File: config.mk
export PLATFORM = sky130hd
export DESIGN_NAME = usb_blk_ep_router_flat
export DESIGN_NICKNAME = d
export VERILOG_FILES = /design/src/rtl/usb_blk_pkg.sv /design/src/rtl/usb_blk_ep_router_if.sv /design/src/rtl/usb_out_lookahead.sv /design/src/rtl/usb_blk_ep_router.sv /design/src/flat_wrapper.sv
export SDC_FILE = /design/constraint.sdc
export NUM_CORES = 1
export LEC_CHECK = 0
export ABC_AREA = 0
export ABC_CLOCK_PERIOD_IN_PS = 2450
export CAP_MARGIN = 5
export CORE_MARGIN = 5
export CORE_UTILIZATION = 35
export CTS_CLUSTER_DIAMETER = 150
export CTS_CLUSTER_SIZE = 12
export DETAILED_ROUTE_END_ITERATION = 7
export PLACE_DENSITY = 0.76
export SKIP_LAST_GASP = 1
export SYNTH_ARGS = -nofsm -noshare
export SYNTH_HDL_FRONTEND = slang
export SYNTH_SLANG_ARGS = --single-unit
File: constraint.sdc
create_clock -name clk -period 2.45 [get_ports clk]
set_clock_uncertainty 0.2 [all_clocks]
set_input_delay 0.49 -clock clk [delete_from_list [all_inputs] [get_ports clk]]
set_output_delay 0.49 -clock clk [all_outputs]
set_load 0.01 [all_outputs]
File: src/rtl/usb_blk_pkg.sv
// rtl/usb_blk_pkg.sv - shared types and widths for bulk endpoint routing
package usb_blk_pkg;

   localparam int EP_W   = 4;
   localparam int BYTE_W = 8;

   typedef enum logic [1:0] {
      ST_IDLE      = 2'd0,
      ST_IN_ACT    = 2'd1,
      ST_OUT_ACT   = 2'd2,
      ST_OUT_FLUSH = 2'd3
   } state_t;

endpackage

File: src/rtl/usb_blk_ep_router_if.sv
// rtl/usb_blk_ep_router_if.sv - bulk IN/OUT port between usb_xfer and the endpoint router
interface usb_blk_ep_router_if;
   import usb_blk_pkg::*;

   logic [EP_W-1:0]   blk_xfer_endpoint_i;
   logic              blk_in_xfer_i;
   logic              blk_out_xfer_i;
   logic              bid_has_data_o;
   logic              bid_tvalid_o;
   logic              bid_tlast_o;
   logic [BYTE_W-1:0] bid_tdata_o;
   logic              bid_tready_i;
   logic              blk_out_ready_read_o;
   logic [BYTE_W-1:0] blk_out_data_i;
   logic              blk_out_valid_i;

   // usb_xfer side
   modport master (
      output blk_xfer_endpoint_i, blk_in_xfer_i, blk_out_xfer_i,
      output bid_tready_i, blk_out_data_i, blk_out_valid_i,
      input  bid_has_data_o, bid_tvalid_o, bid_tlast_o, bid_tdata_o,
      input  blk_out_ready_read_o
   );

   // router side
   modport slave (
      input  blk_xfer_endpoint_i, blk_in_xfer_i, blk_out_xfer_i,
      input  bid_tready_i, blk_out_data_i, blk_out_valid_i,
      output bid_has_data_o, bid_tvalid_o, bid_tlast_o, bid_tdata_o,
      output blk_out_ready_read_o
   );

endinterface

File: src/rtl/usb_out_lookahead.sv
// rtl/usb_out_lookahead.sv - one-byte OUT holding stage that marks the final byte with tlast
module usb_out_lookahead
   import usb_blk_pkg::*;
(
   input  logic              clk,
   input  logic              rst,
   input  logic              clear_i,
   input  logic              push_i,
   input  logic [BYTE_W-1:0] data_i,
   input  logic              flush_i,
   output logic              tvalid_o,
   output logic              tlast_o,
   output logic [BYTE_W-1:0] tdata_o
);

   logic [BYTE_W-1:0] hold_q, hold_d;
   logic              full_q, full_d;
   logic              tvalid_q, tvalid_d;
   logic              tlast_q, tlast_d;
   logic [BYTE_W-1:0] tdata_q, tdata_d;

   // A byte is only known not to be the last once its successor arrives or the phase ends
   always_comb begin
      hold_d   = hold_q;
      full_d   = full_q;
      tvalid_d = 1'b0;
      tlast_d  = 1'b0;
      tdata_d  = tdata_q;
      if (clear_i) begin
         full_d = 1'b0;
      end else if (flush_i) begin
         if (full_q) begin
            tvalid_d = 1'b1;
            tlast_d  = 1'b1;
            tdata_d  = hold_q;
         end
         full_d = 1'b0;
      end else if (push_i) begin
         if (full_q) begin
            tvalid_d = 1'b1;
            tdata_d  = hold_q;
         end
         hold_d = data_i;
         full_d = 1'b1;
      end
   end

   // Holding register and registered output strobe
   always_ff @(posedge clk or posedge rst) begin
      if (rst) begin
         hold_q   <= '0;
         full_q   <= 1'b0;
         tvalid_q <= 1'b0;
         tlast_q  <= 1'b0;
         tdata_q  <= '0;
      end else begin
         hold_q   <= hold_d;
         full_q   <= full_d;
         tvalid_q <= tvalid_d;
         tlast_q  <= tlast_d;
         tdata_q  <= tdata_d;
      end
   end

   assign tvalid_o = tvalid_q;
   assign tlast_o  = tlast_q;
   assign tdata_o  = tdata_q;

endmodule

File: src/rtl/usb_blk_ep_router.sv
// rtl/usb_blk_ep_router.sv - steers the single bulk IN/OUT port to NUM_EP endpoint channels
module usb_blk_ep_router
   import usb_blk_pkg::*;
#(
   parameter int NUM_EP  = 2,
   parameter int EP_BASE = 1
) (
   input  logic                     clk,
   input  logic                     rst,
   usb_blk_ep_router_if.slave       bus,
   input  logic [NUM_EP-1:0]        ch_has_data_i,
   input  logic [NUM_EP-1:0]        ch_in_tvalid_i,
   input  logic [NUM_EP-1:0]        ch_in_tlast_i,
   input  logic [BYTE_W*NUM_EP-1:0] ch_in_tdata_i,
   output logic [NUM_EP-1:0]        ch_in_tready_o,
   input  logic [NUM_EP-1:0]        ch_out_ready_i,
   output logic [NUM_EP-1:0]        ch_out_tvalid_o,
   output logic [NUM_EP-1:0]        ch_out_tlast_o,
   output logic [BYTE_W-1:0]        ch_out_tdata_o,
   input  logic [NUM_EP-1:0]        halt_set_i,
   input  logic [NUM_EP-1:0]        halt_clr_i,
   output logic [NUM_EP-1:0]        halted_o,
   output logic                     ep_err_o
);

   state_t            state_q, state_d;
   logic [EP_W-1:0]   sel_q, sel_d;
   logic              in_lvl_q, out_lvl_q;
   logic              err_q, err_d;
   logic [NUM_EP-1:0] halted_q, halted_d;

   logic [EP_W-1:0]   idx;
   logic              hit;
   logic              rise_in, rise_out;
   logic              tok_has_data, tok_out_ready;
   logic              la_clear, la_push, la_flush;
   logic              la_tvalid, la_tlast;
   logic [BYTE_W-1:0] la_tdata;

   // Below-base endpoints underflow idx, so the lower bound is tested separately
   assign idx      = bus.blk_xfer_endpoint_i - EP_W'(EP_BASE);
   assign hit      = (bus.blk_xfer_endpoint_i >= EP_W'(EP_BASE)) && (idx < EP_W'(NUM_EP));
   assign rise_in  = bus.blk_in_xfer_i & ~in_lvl_q;
   assign rise_out = bus.blk_out_xfer_i & ~out_lvl_q;
   assign halted_d = halt_set_i | (halted_q & ~halt_clr_i);

   // Token-time readiness of the addressed channel, gated by its halt flag
   always_comb begin
      tok_has_data  = 1'b0;
      tok_out_ready = 1'b0;
      for (int i = 0; i < NUM_EP; i++) begin
         if (idx == EP_W'(i)) begin
            tok_has_data  = ch_has_data_i[i] & ~halted_q[i];
            tok_out_ready = ch_out_ready_i[i] & ~halted_q[i];
         end
      end
   end

   assign bus.bid_has_data_o       = hit & tok_has_data;
   assign bus.blk_out_ready_read_o = hit & tok_out_ready;

   // Phase sequencing; IN wins when both levels are high, which is also flagged as an error
   always_comb begin
      state_d  = state_q;
      sel_d    = sel_q;
      err_d    = 1'b0;
      la_clear = 1'b0;
      la_push  = 1'b0;
      la_flush = 1'b0;
      case (state_q)
         ST_IDLE: begin
            if (rise_in || rise_out) begin
               if (!hit || (bus.blk_in_xfer_i && bus.blk_out_xfer_i)) begin
                  err_d = 1'b1;
               end
               if (hit && rise_in) begin
                  state_d = ST_IN_ACT;
                  sel_d   = idx;
               end else if (hit && rise_out && !bus.blk_in_xfer_i) begin
                  state_d  = ST_OUT_ACT;
                  sel_d    = idx;
                  la_clear = 1'b1;
               end
            end
         end
         ST_IN_ACT: begin
            if (!bus.blk_in_xfer_i) begin
               state_d = ST_IDLE;
            end
         end
         ST_OUT_ACT: begin
            if (!bus.blk_out_xfer_i) begin
               la_flush = 1'b1;
               state_d  = ST_OUT_FLUSH;
            end else begin
               la_push = bus.blk_out_valid_i;
            end
         end
         ST_OUT_FLUSH: begin
            state_d = ST_IDLE;
         end
         default: begin
            state_d = ST_IDLE;
         end
      endcase
   end

   // FSM, selected channel, edge history, error pulse and halt flags
   always_ff @(posedge clk or posedge rst) begin
      if (rst) begin
         state_q   <= ST_IDLE;
         sel_q     <= '0;
         in_lvl_q  <= 1'b0;
         out_lvl_q <= 1'b0;
         err_q     <= 1'b0;
         halted_q  <= '0;
      end else begin
         state_q   <= state_d;
         sel_q     <= sel_d;
         in_lvl_q  <= bus.blk_in_xfer_i;
         out_lvl_q <= bus.blk_out_xfer_i;
         err_q     <= err_d;
         halted_q  <= halted_d;
      end
   end

   // IN data is a pure combinational pass-through from the selected channel
   always_comb begin
      bus.bid_tvalid_o = 1'b0;
      bus.bid_tlast_o  = 1'b0;
      bus.bid_tdata_o  = '0;
      ch_in_tready_o   = '0;
      if (state_q == ST_IN_ACT) begin
         for (int i = 0; i < NUM_EP; i++) begin
            if (sel_q == EP_W'(i)) begin
               bus.bid_tvalid_o  = ch_in_tvalid_i[i];
               bus.bid_tlast_o   = ch_in_tlast_i[i];
               bus.bid_tdata_o   = ch_in_tdata_i[i*BYTE_W +: BYTE_W];
               ch_in_tready_o[i] = bus.bid_tready_i;
            end
         end
      end
   end

   usb_out_lookahead u_lookahead (
      .clk      (clk),
      .rst      (rst),
      .clear_i  (la_clear),
      .push_i   (la_push),
      .data_i   (bus.blk_out_data_i),
      .flush_i  (la_flush),
      .tvalid_o (la_tvalid),
      .tlast_o  (la_tlast),
      .tdata_o  (la_tdata)
   );

   // OUT strobes go only to the channel latched at phase start
   always_comb begin
      ch_out_tvalid_o = '0;
      ch_out_tlast_o  = '0;
      for (int i = 0; i < NUM_EP; i++) begin
         if (sel_q == EP_W'(i)) begin
            ch_out_tvalid_o[i] = la_tvalid;
            ch_out_tlast_o[i]  = la_tlast;
         end
      end
   end

   assign ch_out_tdata_o = la_tdata;
   assign halted_o       = halted_q;
   assign ep_err_o       = err_q;

endmodule

File: src/flat_wrapper.sv
// flat-port wrapper written by rule: the top's interface ports become plain ports
module usb_blk_ep_router_flat import usb_blk_pkg::*;
#(
   parameter int NUM_EP  = 2,
   parameter int EP_BASE = 1
)
  (clk, rst, ch_has_data_i, ch_in_tvalid_i, ch_in_tlast_i, ch_in_tdata_i, ch_in_tready_o, ch_out_ready_i, ch_out_tvalid_o, ch_out_tlast_o, ch_out_tdata_o, halt_set_i, halt_clr_i, halted_o, ep_err_o, bus_blk_xfer_endpoint_i, bus_blk_in_xfer_i, bus_blk_out_xfer_i, bus_bid_tready_i, bus_blk_out_data_i, bus_blk_out_valid_i, bus_bid_has_data_o, bus_bid_tvalid_o, bus_bid_tlast_o, bus_bid_tdata_o, bus_blk_out_ready_read_o);
  usb_blk_ep_router_if bus_i ();
  input  logic clk;
  input  logic rst;
  input  logic [NUM_EP-1:0] ch_has_data_i;
  input  logic [NUM_EP-1:0] ch_in_tvalid_i;
  input  logic [NUM_EP-1:0] ch_in_tlast_i;
  input  logic [BYTE_W*NUM_EP-1:0] ch_in_tdata_i;
  output logic [NUM_EP-1:0] ch_in_tready_o;
  input  logic [NUM_EP-1:0] ch_out_ready_i;
  output logic [NUM_EP-1:0] ch_out_tvalid_o;
  output logic [NUM_EP-1:0] ch_out_tlast_o;
  output logic [BYTE_W-1:0] ch_out_tdata_o;
  input  logic [NUM_EP-1:0] halt_set_i;
  input  logic [NUM_EP-1:0] halt_clr_i;
  output logic [NUM_EP-1:0] halted_o;
  output logic ep_err_o;
  input wire logic [$bits(bus_i.blk_xfer_endpoint_i)-1:0] bus_blk_xfer_endpoint_i;
  input wire logic [$bits(bus_i.blk_in_xfer_i)-1:0] bus_blk_in_xfer_i;
  input wire logic [$bits(bus_i.blk_out_xfer_i)-1:0] bus_blk_out_xfer_i;
  input wire logic [$bits(bus_i.bid_tready_i)-1:0] bus_bid_tready_i;
  input wire logic [$bits(bus_i.blk_out_data_i)-1:0] bus_blk_out_data_i;
  input wire logic [$bits(bus_i.blk_out_valid_i)-1:0] bus_blk_out_valid_i;
  output wire logic [$bits(bus_i.bid_has_data_o)-1:0] bus_bid_has_data_o;
  output wire logic [$bits(bus_i.bid_tvalid_o)-1:0] bus_bid_tvalid_o;
  output wire logic [$bits(bus_i.bid_tlast_o)-1:0] bus_bid_tlast_o;
  output wire logic [$bits(bus_i.bid_tdata_o)-1:0] bus_bid_tdata_o;
  output wire logic [$bits(bus_i.blk_out_ready_read_o)-1:0] bus_blk_out_ready_read_o;
  assign bus_i.blk_xfer_endpoint_i = bus_blk_xfer_endpoint_i;
  assign bus_i.blk_in_xfer_i = bus_blk_in_xfer_i;
  assign bus_i.blk_out_xfer_i = bus_blk_out_xfer_i;
  assign bus_i.bid_tready_i = bus_bid_tready_i;
  assign bus_i.blk_out_data_i = bus_blk_out_data_i;
  assign bus_i.blk_out_valid_i = bus_blk_out_valid_i;
  assign bus_bid_has_data_o = bus_i.bid_has_data_o;
  assign bus_bid_tvalid_o = bus_i.bid_tvalid_o;
  assign bus_bid_tlast_o = bus_i.bid_tlast_o;
  assign bus_bid_tdata_o = bus_i.bid_tdata_o;
  assign bus_blk_out_ready_read_o = bus_i.blk_out_ready_read_o;
  usb_blk_ep_router #(.NUM_EP(NUM_EP), .EP_BASE(EP_BASE)) u_core (.clk(clk), .rst(rst), .bus(bus_i), .ch_has_data_i(ch_has_data_i), .ch_in_tvalid_i(ch_in_tvalid_i), .ch_in_tlast_i(ch_in_tlast_i), .ch_in_tdata_i(ch_in_tdata_i), .ch_in_tready_o(ch_in_tready_o), .ch_out_ready_i(ch_out_ready_i), .ch_out_tvalid_o(ch_out_tvalid_o), .ch_out_tlast_o(ch_out_tlast_o), .ch_out_tdata_o(ch_out_tdata_o), .halt_set_i(halt_set_i), .halt_clr_i(halt_clr_i), .halted_o(halted_o), .ep_err_o(ep_err_o));
endmodule
==> flow_summary.yaml, run 1 <==
logic_synthesis:
  synth_compound_area_share_pct: 13.2
  synth-edff-count: 0
  synthMuxAreaShare_pct: 14.7
  synth_top_family_by_area: "simple AND/OR/NAND/NOR gates"
  ys_seq_elements: 30
  synth_cell_types: 33
  yosys.area.top_type_share_pct: 50.0
  ys_warn_count: 0
  synth_fa_ha_area_share_pct: 2.50
  synth_seq_area_share_pct: 50.0
  synth-simple-area-share_pct: 16.2
  syn_nets: 180
  syn-cell-area_sq_mm: 0.00150
  syn-mean-instance-area_sq_um: 11.5
  yosys.area.top_type: "dfrtp_1"
  ys_top_cells_by_area: "dfrtp_1, mux2_4, a22oi_1, mux2_1, nor2_1"
  syn_inst: 131
  synthXorXnorAreaFrac_pct: 0
  ys_async_sr_fraction_pct: 100
  synth-main-ff-cell: "dfrtp_1"
cts:
  clk_pin_slew_ns: 0.06
  h-tree-depth: 2
  clock-root-buffer: "clkbuf_8"
  cts_inserted_buffers: 5
  clock_sinks: 30
  cts_hold_buf: 0
  cts_buffer_depth: 2
  clk_latency_ns: 0.28
  cts_tree: "built"
sta:
  finalWorstSetupSlack_ns: 0.00737
  hold_viol_final: 0
  fin_crit_ns: 2.44
  fin_crit_sh_pct: 99.7
  worst_pin_slew_ns: 0.456
  setup_viol: 0
  max_freq_mhz: 409
  timing.setup.tns_ns: 0
  relSlewSlack_pct: 69.6
  rsz0062_at_grt: "yes"
  slew_violations: 0
global_routing:
  grt_pass1_vias: 1290
  antenna_found_initial: 0
  grt_pass1_wl_microns: 5920
  grt_overflow: 0
  grt_max_degree: 22
  grt_use_total_pct: 14.0
layout:
  final_area_sq_mm: 0.00263
  drive_above_1_share_pct: 23.8
  n_antenna_cell: 0
  nNetsFinal: 281
  area_growth_pct: 74.7
  nFillCells: 326
  mostFrequentLayoutCells: "clkdlybuf4s50_1, dfrtp_1, buf_4"
  layout.cells.most_common: "clkdlybuf4s50_1"
run_status:
  status: "finished clean"
power_and_ir_drop:
  p_leak_nw: 1.44
  ir_drop_mv: 0.561
  power.density_mw_per_mm2: 815
detailed_routing:
  routedWlPerCell_microns: 14.5
  drc: 0
  drt_first_pass_iters: 4
  vias: 1358
  viasPerCell: 4.83
  drt-initial-drc-count: 24
  totalWireLength_microns: 4090
  ant_nets: 0
worst_setup_path:
  cp-start-kind: "flip-flop"
  path_class: "reg -> out"
  path_common_cell: "buf_4"
  crit_required_ns: 1.76
  worstPathCellList: "nor4_2 > buf_4 > buf_4 > buf_4 > a22oi_1 > nor2_1 > dlymetal6s2s_1"
  cp-end-kind: "output pin"
  worstPathMaxFanout: 8
  arrival_ns: 1.75
  crit_slowest_cell: "dfrtp_1"
  slowest_delay_ns: 0.42
die:
  num_rows: 23
  die_h_microns: 75.5
  die_w_microns: 75.5
  io_pins: 75
  coreArea_sq_mm: 0.00409
  die_area_sq_mm: 0.00570
  start_util_pct: 36.8
placed_design:
  routabilityCongestion: 0.808
  hpwl_microns: 2980
  place_ws_ns: -0.688
  dpl-instance-area_sq_mm: 0.00240
  io_buffers: 74
hold_path:
  hp-class: "reg -> reg"
job:
  drv_cap: 0
==> worst max-delay path, delay by kind of cell (launching register included) <==
| kind | cells | cell delay (ns) |
|---|---|---|
| and+or+nand+nor | 2 | 0.36 |
| DFF | 1 | 0.42 |
| AOI/OAI and AO/OA | 1 | 0.09 |
| buffers and inverters | 4 | 0.59 |
==> through the flow <==
stage / hold slack (ns) / instances / total power [mW] / utilization (%)
after floorplan: 0.264 / 131 / 1.20 / -
after global placement: 0.274 / 264 / 1.62 / 58.8
after detailed placement: 0.281 / 264 / 1.63 / 58.8
after CTS: 0.295 / 271 / 2.03 / 60.8
after global routing: 0.306 / 281 / 2.29 / 64.2
final: 0.289 / 281 / 2.14 / 64.2
==> layout make-up <==
class / instances / area [sq um] / area share, %
Tap cell: 50 / 62.6 / 2.38
Inverter: 11 / 41.3 / 1.57
Sequential cell: 30 / 751 / 28.6
Clock buffer: 6 / 82.6 / 3.15
Multi-Input combinational cell: 87 / 737 / 28.1
Timing Repair Buffer: 97 / 951 / 36.2
==> final timing paths <==
kind,from,to,cells after the start,slack [ns]
max,u_core.sel_q[1]$_DFFE_PP0P_,bus_bid_tdata_o[0],7,0.007
min,u_core.u_lookahead.hold_q[5]$_DFFE_PP0P_,u_core.u_lookahead.hold_q[5]$_DFFE_PP0P_,1,0.29
max reg2reg,u_core.state_q[0]$_DFFE_PP0P_,u_core.u_lookahead.tdata_o[2]$_DFFE_PP0P_,5,0.58
min reg2reg,u_core.u_lookahead.hold_q[5]$_DFFE_PP0P_,u_core.u_lookahead.hold_q[5]$_DFFE_PP0P_,1,0.29
max in group asynchronous,rst,u_core.u_lookahead.tdata_o[2]$_DFFE_PP0P_,3,1.30
min in group asynchronous,rst,u_core.u_lookahead.tvalid_o$_DFF_PP0_,2,0.30
==> report_power, final <==
part	internal, mW	switching (mW)	leakage [nW]	total (mW)
clock network	0.216	0.167	0.0431	0.383
logic	0.607	0.404	1.02	1.01
registers	0.657	0.0872	0.377	0.745
total	1.48	0.658	1.44	2.14
==> logic make-up after synthesis <==
logic type	after synthesis
AOI/OAI and AO/OA	26
adders and majority gates	3
buffers and inverters	14
DFF	30
muxes	17
and+or+nand+nor	41
==> cells in the mapped netlist, types with 2 or more instances <==
cell type	count
nor4_1	3
dfrtp_1	30
mux2_4	8
nor2_1	15
and2_1	4
and3_1	2
nor2b_1	5
inv_1	10
clkbuf_1	2
nand2_1	3
nand2b_1	2
ha_1	3
a21o_1	2
mux2_1	8
a21oi_1	5
a22oi_1	12
==> per-layer routing <==
layer	global-route usage (%)	wire (microns)	up-vias
li1	-	-	657
met1	15.4	1570	630
met2	22.6	1880	63
met3	6.86	571	8
met4	6.41	65	0
met5	0	0	-
==> what timing repair did <==
action	4_1_cts	5_1_grt
resized for setup	17	23
pin swaps	4	2
gates cloned	0	1
setup buffers	1	9
hold endpoints to repair	0	0
setup endpoints to repair	19	19
==> sequential cells by signal, summed over array words and instances (netlist names) <==
signal / count
u_core.u_lookahead.tlast_o: 1
u_core.in_lvl_q: 1
u_core.ep_err_o: 1
u_core.u_lookahead.full_q: 1
u_core.u_lookahead.hold_q: 8
u_core.halted_o: 2
u_core.out_lvl_q: 1
u_core.state_q: 2
u_core.u_lookahead.tdata_o: 8
u_core.sel_q: 4
u_core.u_lookahead.tvalid_o: 1
Power figures use the tool's default switching activity.
==> run 2: changes to the inputs <==
--- a/config.mk
+++ b/config.mk
@@ -13,6 +13,7 @@
 export CTS_CLUSTER_DIAMETER = 150
 export CTS_CLUSTER_SIZE = 12
 export DETAILED_ROUTE_END_ITERATION = 7
+export MAX_ROUTING_LAYER = met4
 export PLACE_DENSITY = 0.76
 export SKIP_LAST_GASP = 1
 export SYNTH_ARGS = -nofsm -noshare
==> run 2 against run 1 <==
Net effect: via count hardly changed; die area is the same; non-clock buffer count is the same; register-to-register slack is essentially flat; combinational power is essentially flat; sequential cell count is the same; routed wire length hardly changed; fmax is essentially flat; cell area unchanged; global-route usage increased by 0.43 points; critical path type unchanged; highest routed layer unchanged.
==> flow_summary.yaml, run 2 (same netlist as run 1, synthesis figures left out) <==
run_status:
  status: "finished clean"
die:
  io_pins: 75
  die_w_microns: 75.5
  start_util_pct: 36.8
  die_area_sq_mm: 0.00570
  die_h_microns: 75.5
  num_rows: 23
  coreArea_sq_mm: 0.00409
worst_setup_path:
  r2r_start: "u_core.state_q[0]$_DFFE_PP0P_"
  cp-start-kind: "flip-flop"
  cp-end-kind: "output pin"
  crit_required_ns: 1.76
  arrival_ns: 1.75
  rr_endpoint: "u_core.u_lookahead.tdata_o[2]$_DFFE_PP0P_"
  ff2ff_setup_slack_ns: 0.58
  path_class: "reg -> out"
  worstPathMaxFanout: 8
  reg2regPathDepth: 5
placed_design:
  hpwl_microns: 2980
  io_buffers: 74
  dp_cells: 264
  place_ws_ns: -0.688
  dpl-instance-area_sq_mm: 0.00240
  routabilityCongestion: 0.820
detailed_routing:
  totalWireLength_microns: 4090
  ant_nets: 0
  viasPerCell: 4.83
  drt_first_pass_iters: 4
  drt-initial-drc-count: 24
  drc: 0
  routedWlPerCell_microns: 14.6
  vias: 1357
layout:
  nNetsFinal: 281
  area_growth_pct: 74.7
  final_area_sq_mm: 0.00263
  drive_above_1_share_pct: 23.8
  layout.cells.non_filler: 281
  layout.cells.most_common: "clkdlybuf4s50_1"
  fin_util_pct: 64.2
  mostFrequentLayoutCells: "clkdlybuf4s50_1, dfrtp_1, buf_4"
  n_antenna_cell: 0
  nFillCells: 326
sta:
  setup_viol: 0
  worst_pin_slew_ns: 0.455
  fin_crit_sh_pct: 99.7
  slew_violations: 0
  hold_ws_ns: 0.289
  hold_viol_final: 0
  relSlewSlack_pct: 69.6
  max_freq_mhz: 410
  rsz0062_at_grt: "yes"
  finalWorstSetupSlack_ns: 0.00828
  fin_crit_ns: 2.44
cts:
  h-tree-depth: 2
  clk_latency_ns: 0.28
  clk_pin_slew_ns: 0.06
  cts_buffer_depth: 2
  cts_tree: "built"
  cts_inserted_buffers: 5
  cts_hold_buf: 0
  clock_sinks: 30
  clock-root-buffer: "clkbuf_8"
global_routing:
  grt_max_degree: 22
  grt_use_total_pct: 14.4
  grt_pass1_wl_microns: 5910
  antenna_found_initial: 0
  grt_pass1_vias: 1291
  grt_overflow: 0
hold_path:
  min_path_cells: 1
  min_to: "u_core.u_lookahead.hold_q[5]$_DFFE_PP0P_"
  hold_start: "u_core.u_lookahead.hold_q[5]$_DFFE_PP0P_"
  hp-class: "reg -> reg"
job:
  drv_cap: 0
power_and_ir_drop:
  ir_drop_mv: 0.561
  p_leak_nw: 1.44
  power.density_mw_per_mm2: 814
-- run 2: cell counts in the layout (fill, tap and decap cells not counted) --
Identical to the previous run, type by type.
-- run 2: metal layers --
| metal | routed length (microns) | track usage (%) | share of wire, % |
|---|---|---|---|
| met2 | 1880 | 22.6 | 46 |
| met3 | 524 | 6.07 | 13 |
| met4 | 63 | 6.41 | 1.5 |
| met1 | 1620 | 15.9 | 40 |
| met5 | 0 | - | 0 |
-- run 2: final cells by class --
class / count / area, sq um / share of cell area, %
inverters: 11 / 41.3 / 1.57
multi-input cells: 87 / 737 / 28.1
flip-flops and latches: 30 / 751 / 28.6
well taps: 50 / 62.6 / 2.38
clock buffers: 6 / 82.6 / 3.15
repair buffers: 97 / 951 / 36.2
-- run 2: how the worst max path moves through the flow --
| stage | cells after the start | start | slack [ns] | end |
|---|---|---|---|---|
| floorplan | 6 | bus_blk_xfer_endpoint_i[0] | 0.27 | bus_bid_has_data_o |
| global placement | 8 | bus_blk_xfer_endpoint_i[0] | -0.66 | bus_blk_out_ready_read_o |
| detailed placement | 8 | bus_blk_xfer_endpoint_i[0] | -0.69 | bus_bid_has_data_o |
| CTS | 6 | u_core.sel_q[0]$_DFFE_PP0P_ | -0.20 | bus_bid_tdata_o[1] |
| global route | 7 | u_core.sel_q[1]$_DFFE_PP0P_ | -0.08 | bus_bid_tdata_o[6] |
| finish | 7 | u_core.sel_q[1]$_DFFE_PP0P_ | 0.008 | bus_bid_tdata_o[0] |
-- run 2: worst max-delay path, stage by stage, from the launching register on --
cell            delay (ns)
dfrtp_1               0.42
nor4_2                0.26
buf_4                 0.20
buf_4                 0.12
buf_4                 0.10
a22oi_1               0.09
nor2_1                0.10
dlymetal6s2s_1        0.17
-- run 2: per-stage QoR --
stage	power (mW)	TNS (ns)
floorplan	1.20	0
global placement	1.62	-2.64
detailed placement	1.63	-2.89
CTS	2.03	-2.34
global route	2.29	-0.334
finish	2.14	0
-- run 2: repair_timing --
item | 4_1_cts | 5_1_grt
hold endpoints to repair | 0 | 0
cloned | 0 | 1
resized for setup | 17 | 23
setup buffers | 1 | 9
pin swaps | 4 | 2
setup endpoints to repair | 19 | 19
-- run 2: power by group --
group | switching (mW) | leakage, nW | internal [mW]
combinational | 0.403 | 1.02 | 0.607
clock | 0.167 | 0.0431 | 0.216
sequential | 0.0873 | 0.377 | 0.657
==> run 3: changes to the inputs <==
--- a/config.mk
+++ b/config.mk
@@ -16,6 +16,7 @@
 export MAX_ROUTING_LAYER = met4
 export PLACE_DENSITY = 0.76
 export SKIP_LAST_GASP = 1
+export SLEW_MARGIN = 15
 export SYNTH_ARGS = -nofsm -noshare
 export SYNTH_HDL_FRONTEND = slang
 export SYNTH_SLANG_ARGS = --single-unit
==> results of run 3 <==
Same layout as run 2: the final DEF is identical, and so are final timing and power.
==> patch 1 (settings of run 1) <==
`NUM_EP` is set to 2 in 2 places; all go to 4.
--- a/src/rtl/usb_blk_ep_router.sv
+++ b/src/rtl/usb_blk_ep_router.sv
@@ -4,3 +4,3 @@
 #(
-   parameter int NUM_EP  = 2,
+   parameter int NUM_EP  = 4,
    parameter int EP_BASE = 1
--- a/src/flat_wrapper.sv
+++ b/src/flat_wrapper.sv
@@ -3,3 +3,3 @@
 #(
-   parameter int NUM_EP  = 2,
+   parameter int NUM_EP  = 4,
    parameter int EP_BASE = 1
Ports: changed (11 resized); port bits go from 75 to 111. No check against the original RTL was run, so the function may have changed too.
==> patch 1 against run 1 <==
- sequential cell count rose by 2
- cell area rose by 28%
- area after synthesis rose by 27%
- total power grew 19%
- global-route usage increased by 2.6 points
- synthesized cell count increased by 45%
- final cell count increased by 40%
- worst setup slack improved by 53 ps
- routed wire length grew 40%
- largest power group unchanged
==> patch 1: results (changes against run 1) <==
[outcome]
status = complete, no violations

[setup_path]
slowest_delay_ps = 400  ; -20 ps
r2r-end = u_core.u_lookahead.tdata_o[6]
startpoint = u_core.sel_q[3]
cp_max_fo = 12  ; +4
crit_arrival_ps = 1700  ; -50 ps
r2r_setup_slack_ps = 700  ; +120 ps

[drt]
vias = 1947  ; +43%
drt_iter0_drc = 20  ; -17%
routed-wl-met3_um = 542  ; -5.1%
wl_per_cell_um = 14.55  ; about the same
wl_mm = 5.718  ; +40%
wl_met1_mm = 2.401  ; +53%

[synth]
synth.distinct_cells = 39  ; +18%
syn-num-nets = 269  ; +49%
seq_area_frac_synth = 0.4202  ; -0.07936
synth.top_cells.by_count = 32 x dfrtp_1, 21 x nor2_1, 16 x mux2_2, 14 x inv_1, 11 x mux2i_1
synth_cells = 190  ; +45%

[grt]
grtUsageTotal = 0.1659  ; +0.02632
use_met3 = 0.04936  ; -0.01924
grt_pass1_vias = 2074  ; +61%
grt_pass1_wl_mm = 9.722  ; +64%
grt_max_degree = 33  ; +50%
grt.met1_usage = 0.1982  ; +0.04413

[cells_and_area]
seq_area_um2 = 800.8  ; +6.7%
inv_count = 14  ; +3
clockNetworkAreaShare = 0.03196  ; +0.0004999
drive_gt1_frac = 0.1950  ; -0.04305
flops_and_latches = 32  ; +6.7%
nets = 401  ; +43%
buffer_area_frac = 0.3727  ; +0.01047

[pwr]
netSwitchingPower_w = 0.0008440  ; +28%
p_leak_nw = 1.638  ; +14%
comb_power_w = 0.00126  ; +25%
power.share.sequential = 0.312  ; -0.036
power.internal_w = 0.001692  ; +14%

[placed_design]
dp_slack_ps = -742.0  ; -53.68 ps

[cts]
post_cts_buffers = 4  ; +3

[sta]
hold_ws_ps = 300.8  ; +11.38 ps

[min_path]
hold_end = u_core.u_lookahead.tdata_o[2]

[patch 1: cell count changes in the layout (fill, tap and decap cells not counted), sizes merged, moves of 3 or more]
cell	delta
clkdlybuf4s50	+29
dlygate4sd2	+16
dlymetal6s2s	-15
a22oi	-12
mux2i	+10
nor3	+10
o22ai	+10
o211a	+9
clkdlybuf4s15	+5
nor2	+5
nor4	-5
inv	+3
nand2	+3
o21a	+3
[patch 1: cell families (layout without fill, tap and decap cells)]
| kind of cell | Yosys count | count (layout) | share of synthesized area |
|---|---|---|---|
| AO/OA/AOI/OAI | 44 | 44 | 0.1806 |
| adder cells (fa/ha/maj) | 5 | 5 | 0.03283 |
| buffers and inverters | 22 | 155 | 0.04793 |
| flip-flops | 32 | 32 | 0.4202 |
| multiplexers | 27 | 27 | 0.1523 |
| AND/OR/NAND/NOR | 60 | 60 | 0.1661 |
==> patch 2 (config.mk and constraints of run 1) <==
Made on the original files. Make the reset (`rst`) synchronous in 2 clocked blocks.
--- a/src/rtl/usb_out_lookahead.sv
+++ b/src/rtl/usb_out_lookahead.sv
@@ -48,3 +48,3 @@
    // Holding register and registered output strobe
-   always_ff @(posedge clk or posedge rst) begin
+   always_ff @(posedge clk) begin
       if (rst) begin
--- a/src/rtl/usb_blk_ep_router.sv
+++ b/src/rtl/usb_blk_ep_router.sv
@@ -108,3 +108,3 @@
    // FSM, selected channel, edge history, error pulse and halt flags
-   always_ff @(posedge clk or posedge rst) begin
+   always_ff @(posedge clk) begin
       if (rst) begin
Formal check against the unedited RTL: differs if rst is asserted again (counterexample within 4 cycles, from zero or initial values and one cycle with rst high); with rst held inactive, the same outputs for 10 cycles.
==> patch 2 against run 1 <==
- the run now ends with setup timing left
- core utilization shrank 4.2 points
- global-route usage rose by 0.59 points
- die area decreased by 3.8%
- sequential cell count did not move
- highest routed layer unchanged
- hold slack worse by 32 ps
- routed wire length shrank 5.8%
- cell area fell by 8.5%
- worst setup slack worse by 99 ps
- area after synthesis fell by 4.4%
- sequential share of layout area shrank 3.6 points
Power is not compared: it rests on default switching activity, and its combinational part moved more than twofold at a synthesized area within 25%.
==> patch 2: results (changes against run 1) <==
[drt]
drt_iter0_drc = 34  ; +42%
wl_per_cell_um = 12.66  ; -13%
vias = 1468  ; +8.1%
dr.pass1.iters = 4  ; unchanged

[setup_path]
cp_max_fo = 13  ; +5
r2r-end = u_core.sel_q[0]
slowest_delay_ps = 540  ; +120 ps
r2r_cells = 3  ; -2
endpoint = bus_bid_tdata_o[2]
regToRegStartpoint = u_core.out_lvl_q
worst_path_max_delay_cell = clkdlybuf4s50_1
path_delay_family = buffers and inverters
startpoint = u_core.sel_q[0]
crit_arrival_ps = 1850  ; +100 ps
r2r_setup_slack_ps = 720  ; +140 ps

[sta]
hold_viol = 0  ; unchanged
tightestPinTransition_ps = 370.8  ; -84.78 ps
setup_viol = 16  ; +16
setup_ws_ps = -92.07  ; -99.44 ps
maxSlewViolCount = 0  ; unchanged

[cells_and_area]
drive_gt1_frac = 0.1339  ; -0.1042
num_antenna_cells = 0  ; unchanged
fillers = 384  ; +18%
nets = 302  ; +7.5%

[synth]
seq_area_frac_synth = 0.4181  ; -0.08147
async_flop_share = 0  ; -1.000
syn-num-nets = 216  ; +20%
synth.top_cells.by_count = 30 x dfxtp_1, 28 x nor2_1, 16 x nand2_1, 12 x a21oi_1, 12 x a22oi_1
synth.distinct_cells = 38  ; +15%
ys_top_cells_by_area = dfxtp_1 42%, nor2_1 7.3%, a22oi_1 6.3%, mux2i_1 5.6%, a21oi_1 4.2%

[grt]
grt_max_degree = 16  ; -27%
grtUsageTotal = 0.1455  ; +0.005868
antenna_found_initial = 0  ; unchanged
grt_pass1_vias = 1373  ; +6.4%
grt_pass1_wl_mm = 6.127  ; +3.5%

[placed_design]
place_hpwl_mm = 3.010  ; +0.93%
placed_area_mm2 = 0.002315  ; -3.6%
numPortBuffers = 74  ; unchanged
routabilityCongestion = 0.7863  ; -2.7%

[cts]
post_cts_buffers = 0  ; -1
path_clk_slew_ps = 60  ; about the same
clock-root-buffer = clkbuf_8
numCtsBuffers = 5  ; unchanged
clockBufferDepth = 2  ; unchanged
clkLatencyLatePin_ps = 280  ; about the same

[pwr]
p_leak_nw = 0.9189
power.internal_w = 0.0008343
vdd_drop_max_mv = 0.3466

[outcome]
violations = setup timing
status = complete, but fails checks

[min_path]
worstHoldStart = u_core.u_lookahead.hold_q[1]
hp-class = reg -> reg

[patch 2: cell types whose count changed after synthesis, moves of 3 or more]
cell      change
mux2i_1       +7
dfxtp_1      +30
inv_1         -3
clkbuf_1      +4
mux2_1        -8
nor2_1       +13
nand2_1      +13
nor3b_1       +5
a21oi_1       +7
mux2_4        -7
dfrtp_1      -30
[patch 2: power groups by stage]
stage	clock, W	sequential, W	combinational, W
detailed placement	0	0.000512	0.000174
finish	0.000402	0.000501	0.000173
CTS	0.000421	0.000501	0.000174
global placement	0	0.000512	0.000172
global route	0.000442	0.000502	0.000188
floorplan	0	0.000512	0.0000616
[patch 2: worst min-delay path by stage]
stage                     depth (start not counted)                            to  slack (ps)
after global routing                              2  u_core.u_lookahead.hold_q[6]         280
after detailed placement                          2  u_core.u_lookahead.hold_q[1]         250
after floorplan                                   2  u_core.u_lookahead.hold_q[0]         240
final                                             2  u_core.u_lookahead.hold_q[1]         260
after CTS                                         2  u_core.u_lookahead.hold_q[7]         260
after global placement                            2  u_core.u_lookahead.hold_q[6]         240
[patch 2: final cells by class]
| cell class | instances | area [µm²] | area share |
|---|---|---|---|
| Timing Repair Buffer | 88 | 833.3 | 0.3471 |
| Multi-Input combinational cell | 121 | 787.0 | 0.3278 |
| Sequential cell | 30 | 600.6 | 0.2501 |
| Clock buffer | 7 | 86.33 | 0.03596 |
| Tap cell | 50 | 62.56 | 0.02606 |
| Inverter | 7 | 26.28 | 0.01094 |
| Clock inverter | 1 | 5.005 | 0.002084 |
[patch 2: cells by family (layout without fill, tap and decap cells)]
family / after synthesis / in the layout / share of synthesized area
buffers and inverters: 16 / 103 / 0.04791
AOI/OAI and AO/OA: 34 / 34 / 0.1725
DFF: 30 / 30 / 0.4181
adders and majority gates: 3 / 3 / 0.02614
muxes: 10 / 10 / 0.07404
and+or+nand+nor: 74 / 74 / 0.2613
[patch 2: repair_timing]
action | CTS | global route
pin swaps | 3 | 0
setup endpoints to repair | 18 | 16
resized for setup | 11 | 1
hold buffers | 0 | 0
[patch 2: worst min-delay path, stage by stage, from the launching register on]
cell and delay, ps:
dfxtp_1 310, nand2_1 50, a21oi_1 50
[patch 2: routing by layer]
metal	GRT usage	vias up	wire, µm
li1	-	748	-
met2	0.2402	67	1737
met5	0	-	0
met1	0.1647	646	1518
met3	0.06622	7	537
met4	0.05433	0	55
[patch 2: metrics by stage]
stage	setup slack (ps)	setup TNS, ps	total power [W]	std cells
finish	-92.07	-974.0	0.001076	304
detailed placement	-597.0	-2272	0.0006859	296
CTS	-127.8	-1470	0.001097	304
global route	-212.3	-2856	0.001131	304
floorplan	322.7	0	0.0005737	167
global placement	-565.3	-2022	0.0006844	296
